`src/rtl/mano_pkg.sv`:
```
// rtl/mano_pkg.sv - Shared types, bus/ALU encodings and IR bit masks for the Mano control unit
package mano_pkg;

  localparam int ADDR_W = 12;

  typedef enum logic [2:0] {T0, T1, T2, T3, T4, T5, T6} sc_t;

  typedef enum logic [2:0] {
    BUS_NONE = 3'd0,
    BUS_AR   = 3'd1,
    BUS_PC   = 3'd2,
    BUS_DR   = 3'd3,
    BUS_AC   = 3'd4,
    BUS_IR   = 3'd5,
    BUS_TR   = 3'd6,
    BUS_MEM  = 3'd7
  } bus_sel_t;

  typedef enum logic [2:0] {
    ALU_PASS_DR = 3'd0,
    ALU_AND     = 3'd1,
    ALU_ADD     = 3'd2,
    ALU_CMA     = 3'd3,
    ALU_SHR     = 3'd4,
    ALU_SHL     = 3'd5
  } alu_op_t;

  typedef enum logic [2:0] {
    OP_AND = 3'd0,
    OP_ADD = 3'd1,
    OP_LDA = 3'd2,
    OP_STA = 3'd3,
    OP_BUN = 3'd4,
    OP_BSA = 3'd5,
    OP_ISZ = 3'd6,
    OP_REG = 3'd7
  } opcode_t;

  // Register-reference and I/O operations are one-hot in IR[11:0]
  localparam logic [11:0] RR_CLA = 12'h800;
  localparam logic [11:0] RR_CLE = 12'h400;
  localparam logic [11:0] RR_CMA = 12'h200;
  localparam logic [11:0] RR_CME = 12'h100;
  localparam logic [11:0] RR_CIR = 12'h080;
  localparam logic [11:0] RR_CIL = 12'h040;
  localparam logic [11:0] RR_INC = 12'h020;
  localparam logic [11:0] RR_SPA = 12'h010;
  localparam logic [11:0] RR_SNA = 12'h008;
  localparam logic [11:0] RR_SZA = 12'h004;
  localparam logic [11:0] RR_SZE = 12'h002;
  localparam logic [11:0] RR_HLT = 12'h001;
  localparam logic [11:0] IO_ION = 12'h080;
  localparam logic [11:0] IO_IOF = 12'h040;

  typedef struct packed {
    logic     ar_ld;
    logic     ar_inc;
    logic     ar_clr;
    logic     pc_ld;
    logic     pc_inc;
    logic     pc_clr;
    logic     dr_ld;
    logic     dr_inc;
    logic     ac_ld;
    logic     ac_inc;
    logic     ac_clr;
    logic     ir_ld;
    logic     tr_ld;
    bus_sel_t bus_sel;
    logic     mem_rd;
    logic     mem_wr;
    alu_op_t  alu_op;
    logic     e_ld;
    logic     e_clr;
    logic     e_cmp;
  } ctrl_t;

endpackage

```
`src/rtl/mano_seq_counter.sv`:
```
// rtl/mano_seq_counter.sv - Sequence counter T0..T6 with inc/clr and one-hot timing decode
module mano_seq_counter
  import mano_pkg::*;
(
  input  logic       clk,
  input  logic       reset_n,
  input  logic       inc,
  input  logic       clr,
  output logic [6:0] t
);

  sc_t sc;
  sc_t sc_next;

  always_ff @(posedge clk or negedge reset_n) begin
    if (!reset_n) sc <= T0;
    else          sc <= sc_next;
  end

  // Wrapping out of T6 keeps SC inside the legal range even if inc is left high
  always_comb begin
    sc_next = sc;
    if (clr)      sc_next = T0;
    else if (inc) sc_next = (sc == T6) ? T0 : sc_t'(3'(sc + 3'd1));
  end

  assign t = 7'b1 << sc;

endmodule

```
`src/rtl/mano_control_unit.sv`:
```
// rtl/mano_control_unit.sv - Hardwired Mano basic-computer control unit
// Define MANO_INTERRUPT_EN to add intr_req, IEN/R flip-flops and the interrupt cycle.
module mano_control_unit
  import mano_pkg::*;
#(
  parameter int ADDR_W = mano_pkg::ADDR_W
) (
  input  logic        clk,
  input  logic        reset_n,
  input  logic        start,
`ifdef MANO_INTERRUPT_EN
  input  logic        intr_req,
`endif
  input  logic [15:0] ir,
  input  logic        ac_msb,
  input  logic        ac_zero,
  input  logic        dr_zero,
  input  logic        e_in,
  output logic        ar_ld,
  output logic        ar_inc,
  output logic        ar_clr,
  output logic        pc_ld,
  output logic        pc_inc,
  output logic        pc_clr,
  output logic        dr_ld,
  output logic        dr_inc,
  output logic        ac_ld,
  output logic        ac_inc,
  output logic        ac_clr,
  output logic        ir_ld,
  output logic        tr_ld,
  output logic [2:0]  bus_sel,
  output logic        mem_rd,
  output logic        mem_wr,
  output logic [2:0]  alu_op,
  output logic        e_ld,
  output logic        e_clr,
  output logic        e_cmp,
  output logic        halted
);

  logic [6:0] t;
  logic       sc_inc, sc_clr;
  logic       load_di, halt_set;
  opcode_t    d;
  logic       i_bit;
  logic       s_run;
  ctrl_t      c, o;

`ifdef MANO_INTERRUPT_EN
  logic ien, r_flag;
  logic ien_set, ien_clr, r_set, r_clr;
`endif

  mano_seq_counter u_sc (
    .clk     (clk),
    .reset_n (reset_n),
    .inc     (sc_inc),
    .clr     (sc_clr),
    .t       (t)
  );

  always_ff @(posedge clk or negedge reset_n) begin
    if (!reset_n) begin
      d     <= OP_AND;
      i_bit <= 1'b0;
      s_run <= 1'b1;
`ifdef MANO_INTERRUPT_EN
      ien    <= 1'b0;
      r_flag <= 1'b0;
`endif
    end else begin
      if (load_di) begin
        d     <= opcode_t'(ir[14:12]);
        i_bit <= ir[15];
      end
      if (halt_set)            s_run <= 1'b0;
      else if (start && !s_run) s_run <= 1'b1;
`ifdef MANO_INTERRUPT_EN
      if (ien_set)      ien <= 1'b1;
      else if (ien_clr) ien <= 1'b0;
      if (r_set)        r_flag <= 1'b1;
      else if (r_clr)   r_flag <= 1'b0;
`endif
    end
  end

  always_comb begin
    c        = '0;
    sc_inc   = 1'b0;
    sc_clr   = 1'b0;
    load_di  = 1'b0;
    halt_set = 1'b0;
`ifdef MANO_INTERRUPT_EN
    ien_set  = 1'b0;
    ien_clr  = 1'b0;
    r_set    = 1'b0;
    r_clr    = 1'b0;
`endif
    if (!s_run) begin
      sc_clr = 1'b1;
    end
`ifdef MANO_INTERRUPT_EN
    else if (r_flag) begin
      // Save return address at M[0] and vector to address 1
      case (1'b1)
        t[0]: begin c.ar_clr = 1'b1; c.bus_sel = BUS_PC; c.tr_ld = 1'b1; sc_inc = 1'b1; end
        t[1]: begin c.bus_sel = BUS_TR; c.mem_wr = 1'b1; c.pc_clr = 1'b1; sc_inc = 1'b1; end
        t[2]: begin c.pc_inc = 1'b1; ien_clr = 1'b1; r_clr = 1'b1; sc_clr = 1'b1; end
        default: begin r_clr = 1'b1; sc_clr = 1'b1; end
      endcase
    end
`endif
    else begin
      case (1'b1)
        t[0]: begin c.bus_sel = BUS_PC; c.ar_ld = 1'b1; sc_inc = 1'b1; end
        t[1]: begin
          c.mem_rd = 1'b1; c.bus_sel = BUS_MEM; c.ir_ld = 1'b1; c.pc_inc = 1'b1; sc_inc = 1'b1;
        end
        t[2]: begin load_di = 1'b1; c.bus_sel = BUS_IR; c.ar_ld = 1'b1; sc_inc = 1'b1; end
        t[3]: begin
          if (d != OP_REG) begin
            if (i_bit) begin c.mem_rd = 1'b1; c.bus_sel = BUS_MEM; c.ar_ld = 1'b1; end
            sc_inc = 1'b1;
          end else begin
            sc_clr = 1'b1;
            // Exact-match decode: anything not one-hot falls to the NOP default
            if (!i_bit)
              case (ir[ADDR_W-1:0])
                RR_CLA: c.ac_clr = 1'b1;
                RR_CLE: c.e_clr  = 1'b1;
                RR_CMA: begin c.alu_op = ALU_CMA; c.ac_ld = 1'b1; end
                RR_CME: c.e_cmp  = 1'b1;
                RR_CIR: begin c.alu_op = ALU_SHR; c.ac_ld = 1'b1; c.e_ld = 1'b1; end
                RR_CIL: begin c.alu_op = ALU_SHL; c.ac_ld = 1'b1; c.e_ld = 1'b1; end
                RR_INC: c.ac_inc = 1'b1;
                RR_SPA: c.pc_inc = !ac_msb;
                RR_SNA: c.pc_inc = ac_msb;
                RR_SZA: c.pc_inc = ac_zero;
                RR_SZE: c.pc_inc = !e_in;
                RR_HLT: halt_set = 1'b1;
                default: ;
              endcase
`ifdef MANO_INTERRUPT_EN
            else
              case (ir[ADDR_W-1:0])
                IO_ION: ien_set = 1'b1;
                IO_IOF: ien_clr = 1'b1;
                default: ;
              endcase
            r_set = ien && intr_req;
`endif
          end
        end
        t[4]: begin
          case (d)
            OP_AND, OP_ADD, OP_LDA, OP_ISZ: begin
              c.mem_rd = 1'b1; c.bus_sel = BUS_MEM; c.dr_ld = 1'b1; sc_inc = 1'b1;
            end
            OP_STA: begin c.bus_sel = BUS_AC; c.mem_wr = 1'b1; sc_clr = 1'b1; end
            OP_BUN: begin c.bus_sel = BUS_AR; c.pc_ld = 1'b1; sc_clr = 1'b1; end
            OP_BSA: begin c.bus_sel = BUS_PC; c.mem_wr = 1'b1; c.ar_inc = 1'b1; sc_inc = 1'b1; end
            default: sc_clr = 1'b1;
          endcase
        end
        t[5]: begin
          sc_clr = 1'b1;
          case (d)
            OP_AND: begin c.alu_op = ALU_AND; c.ac_ld = 1'b1; end
            OP_ADD: begin c.alu_op = ALU_ADD; c.ac_ld = 1'b1; c.e_ld = 1'b1; end
            OP_LDA: begin c.alu_op = ALU_PASS_DR; c.ac_ld = 1'b1; end
            OP_BSA: begin c.bus_sel = BUS_AR; c.pc_ld = 1'b1; end
            OP_ISZ: begin c.dr_inc = 1'b1; sc_clr = 1'b0; sc_inc = 1'b1; end
            default: ;
          endcase
        end
        t[6]: begin
          sc_clr = 1'b1;
          if (d == OP_ISZ) begin
            c.bus_sel = BUS_DR; c.mem_wr = 1'b1; c.pc_inc = dr_zero;
          end
        end
        default: sc_clr = 1'b1;
      endcase
    end
  end

  // Strobes must drop the instant reset asserts, not at the next edge
  assign o = reset_n ? c : '0;

  assign ar_ld   = o.ar_ld;
  assign ar_inc  = o.ar_inc;
  assign ar_clr  = o.ar_clr;
  assign pc_ld   = o.pc_ld;
  assign pc_inc  = o.pc_inc;
  assign pc_clr  = o.pc_clr;
  assign dr_ld   = o.dr_ld;
  assign dr_inc  = o.dr_inc;
  assign ac_ld   = o.ac_ld;
  assign ac_inc  = o.ac_inc;
  assign ac_clr  = o.ac_clr;
  assign ir_ld   = o.ir_ld;
  assign tr_ld   = o.tr_ld;
  assign bus_sel = o.bus_sel;
  assign mem_rd  = o.mem_rd;
  assign mem_wr  = o.mem_wr;
  assign alu_op  = o.alu_op;
  assign e_ld    = o.e_ld;
  assign e_clr   = o.e_clr;
  assign e_cmp   = o.e_cmp;
  assign halted  = !s_run;

endmodule

```
`config.mk`:
```
export PLATFORM = sky130hd
export DESIGN_NAME = mano_control_unit
export DESIGN_NICKNAME = d
export VERILOG_FILES = /design/src/rtl/mano_pkg.sv /design/src/rtl/mano_seq_counter.sv /design/src/rtl/mano_control_unit.sv
export SDC_FILE = /design/constraint.sdc
export NUM_CORES = 1
export LEC_CHECK = 0
export ABC_AREA = 1
export CAP_MARGIN = 40
export CORE_MARGIN = 1.5
export CORE_UTILIZATION = 38
export CTS_CLUSTER_DIAMETER = 30
export DETAILED_ROUTE_END_ITERATION = 10
export PLACE_DENSITY_LB_ADDON = 0.25
export RECOVER_POWER = 50
export SLEW_MARGIN = 20
export SYNTH_ARGS = -nofsm -noshare
export SYNTH_HDL_FRONTEND = slang
export SYNTH_SLANG_ARGS = --single-unit
```
`constraint.sdc`:
```
create_clock -name clk -period 1.8 [get_ports clk]
set_input_delay 0.36 -clock clk [delete_from_list [all_inputs] [get_ports clk]]
set_output_delay 0.36 -clock clk [all_outputs]
set_load 0.02 [all_outputs]
```
==> results.yml <==
synth:
  synth.area.top_cells: "dfrtp_1, inv_1, nand2_1"
  synth.avg_cell_area_sq_um: 5.87
  ys_ff_latch: 8
  synth_top_area_share_pct: 16.4
  ys_seq_area_share_pct: 18.9
  yosysWarnings: 0
  synthDistinctLibCells: 29
  syn_inst: 182
  syn_area_sq_um: 1070
  synth_top_cell_by_area: "dfrtp_1"
floorplanning:
  initial_utilization_pct: 39.4
  ios: 48
  die_h_um: 56.0
  die_area_sq_um: 3140
  rows: 19
  coreArea_sq_um: 2710
  dieWidth_um: 56.0
placement:
  io_buffers: 44
  routabilityCongestion: 0.891
  hpwlAfterDp_um: 3130
pwr:
  switchingPower_mw: 1.52
  power.density_nw_per_um2: 1210
  power.share.clock_pct: 5.2
  seq_power_share_pct: 12.5
  leakage_nw: 1.23
  combPwrFrac_pct: 82.3
  p_int_mw: 1.46
  switching_share_pct: 51.0
  irDropWorstVdd_mv: 1.60
clocking:
  clk_root_buffer_cell: "clkbuf_4"
  path_clk_slew_ns: 0.06
  cts_buffers: 3
  insertion_delay_ns: 0.27
  cts_sinks: 8
  cts_tree: "built"
  cts_max_path_buffers: 2
  htreeDepth: 1
global_route:
  antenna_found_initial: 0
  grt_max_degree: 11
  grt_pass1_vias: 1668
  grt_use_total_pct: 29.3
  grt_overflow: 0
  grt_pass1_wl_um: 7340
final_layout:
  n_antenna_cell: 0
  layout_commonest_cell: "buf_4"
  syn_to_final_growth_pct: 132
  finish.utilization_pct: 91.4
  nets: 329
  drive_gt1_share_pct: 60.5
  multi_input_area_sq_um: 1060
  nFillCells: 112
  final_cell_mix: "buf_4, nand2_1, inv_1"
  seq_area_sq_um: 204
worst_setup_path:
  cp.required_ns: 1.44
  arrival_ns: 1.91
  reg2reg_depth: 9
  r2r_start: "u_sc.sc[0]"
  critPathLaunchType: "register"
  rr_endpoint: "u_sc.sc[0]"
  path_class: "register to output port"
  end_kind: "output port"
  ff2ff_setup_slack_ns: 0.03
  path_max_fanout: 5
routing:
  totalWireLength_um: 6200
  num_vias: 1936
  dr.first_iter.drc_count: 174
  wl_per_cell_um: 18.5
  route.detailed.drc: 0
  first_pass_iters: 4
  final_antenna_net_count: 0
  vias_per_cell: 5.78
timing:
  setup_viol_count_final: 20
  fin_crit_sh_pct: 126
  min_period_ns: 2.27
  skew_ns: 0.00588
  fmax_mhz: 441
  rsz0062_at_grt: "true"
  slew_viol_final: 0
  hold_viol_final: 0
  worst_slack_ns: -0.466
  fin_tns_setup_ns: -6.01
run:
  max-cap-violations: 0
worst_hold_path:
  hold_class: "primary input to async pin"
run_status:
  violations: "negative setup slack"
  status: "finished, violations left"
## routing by layer
layer  track usage (%)  part of all wire (%)  up-vias
met1              36.5                    38      928
met2              49.9                    49      133
met4              13.9                   6.1        0
li1                  -                     -      832
met5                 0                     0        -
met3              3.49                   6.9       43
## kinds of logic (layout without fill, tap and decap cells)
| group | Yosys count | after routing | synth area share, % |
|---|---|---|---|
| flops | 8 | 8 | 18.9 |
| compound gates | 21 | 21 | 11.1 |
| buf+inv | 41 | 161 | 15.8 |
| other cells | 1 | 3 | 0.351 |
| fa+ha+maj | 1 | 1 | 1.17 |
| simple gates | 108 | 108 | 50.6 |
| mux | 2 | 2 | 2.11 |
## cell type report
type	instances	area share, %
Multi-Input combinational cell	135	42.7
Timing Repair Buffer	121	40.7
Sequential cell	8	8.23
Inverter	36	5.76
Tap cell	31	1.57
Clock buffer	4	1.06
## cell usage after synthesis
master / instances
nor3_1: 4
a21oi_1: 12
inv_2: 3
nor3b_1: 1
conb_1: 1
ha_1: 1
nand4_1: 5
clkbuf_1: 1
nor2_1: 32
o21ai_1: 1
buf_4: 4
dfrtp_1: 7
nor4_2: 1
nor3_4: 2
nor4_1: 2
a211oi_1: 1
o21ai_0: 2
nand3b_1: 3
a311oi_1: 1
nor2_4: 3
dfstp_2: 1
nand2_1: 32
a31oi_1: 2
o211ai_1: 2
mux2_2: 2
nand3_1: 19
nand2_2: 2
inv_1: 33
nor3_2: 2
## worst max path at each step
stage	cells after the start	from	end	slack, ns
CTS	7	u_sc.sc[0]	pc_inc	-0.29
global route	8	u_sc.sc[2]	pc_inc	-0.56
finish	11	d[0]	pc_inc	-0.47
detailed placement	9	ir[5]	alu_op[0]	-0.87
floorplan	9	u_sc.sc[0]	ac_clr	-0.01
global placement	9	ir[5]	alu_op[0]	-0.80
## flip-flops by register name, summed over array words and instances (netlist names)
name,cells
d,3
u_sc.sc,3
i_bit,1
s_run,1
## through the flow
stage / instance area, sq um / power, mW / cells / hold WS, ns / worst slack, ns
2_1_floorplan: 1170 / 1.25 / 184 / 0.0644 / -0.0128
3_3_place_gp: 2050 / 2.07 / 313 / 0.546 / -0.802
3_5_place_dp: 2050 / 2.10 / 313 / 0.566 / -0.869
4_1_cts: 2260 / 2.44 / 326 / 0.170 / -0.292
5_1_grt: 2480 / 3.11 / 335 / 0.247 / -0.560
6_report: 2480 / 2.99 / 335 / 0.224 / -0.466
## power by group through the flow
stage	clock (mW)	sequential, mW	combinational (mW)
3_5_place_dp	0	0.348	1.76
2_1_floorplan	0	0.339	0.916
6_report	0.156	0.373	2.46
5_1_grt	0.165	0.378	2.57
3_3_place_gp	0	0.343	1.72
4_1_cts	0.162	0.357	1.93
## worst max-delay path, cell delays in order (launching register included)
cell and delay [ns]:
dfrtp_1 0.42, nand2_2 0.09, inv_2 0.08, nand2_4 0.06
nor2_4 0.20, inv_1 0.11, nor2_1 0.13, nand2_1 0.08
nand2_1 0.10, nand2_1 0.09, a21oi_2 0.14, buf_4 0.15
## what timing repair did
action	CTS	global route
hold buffers	0	0
pin swaps	16	9
resized for setup	178	40
setup buffers	9	9
setup endpoints to repair	22	22
(Power assumes the default switching activity.)
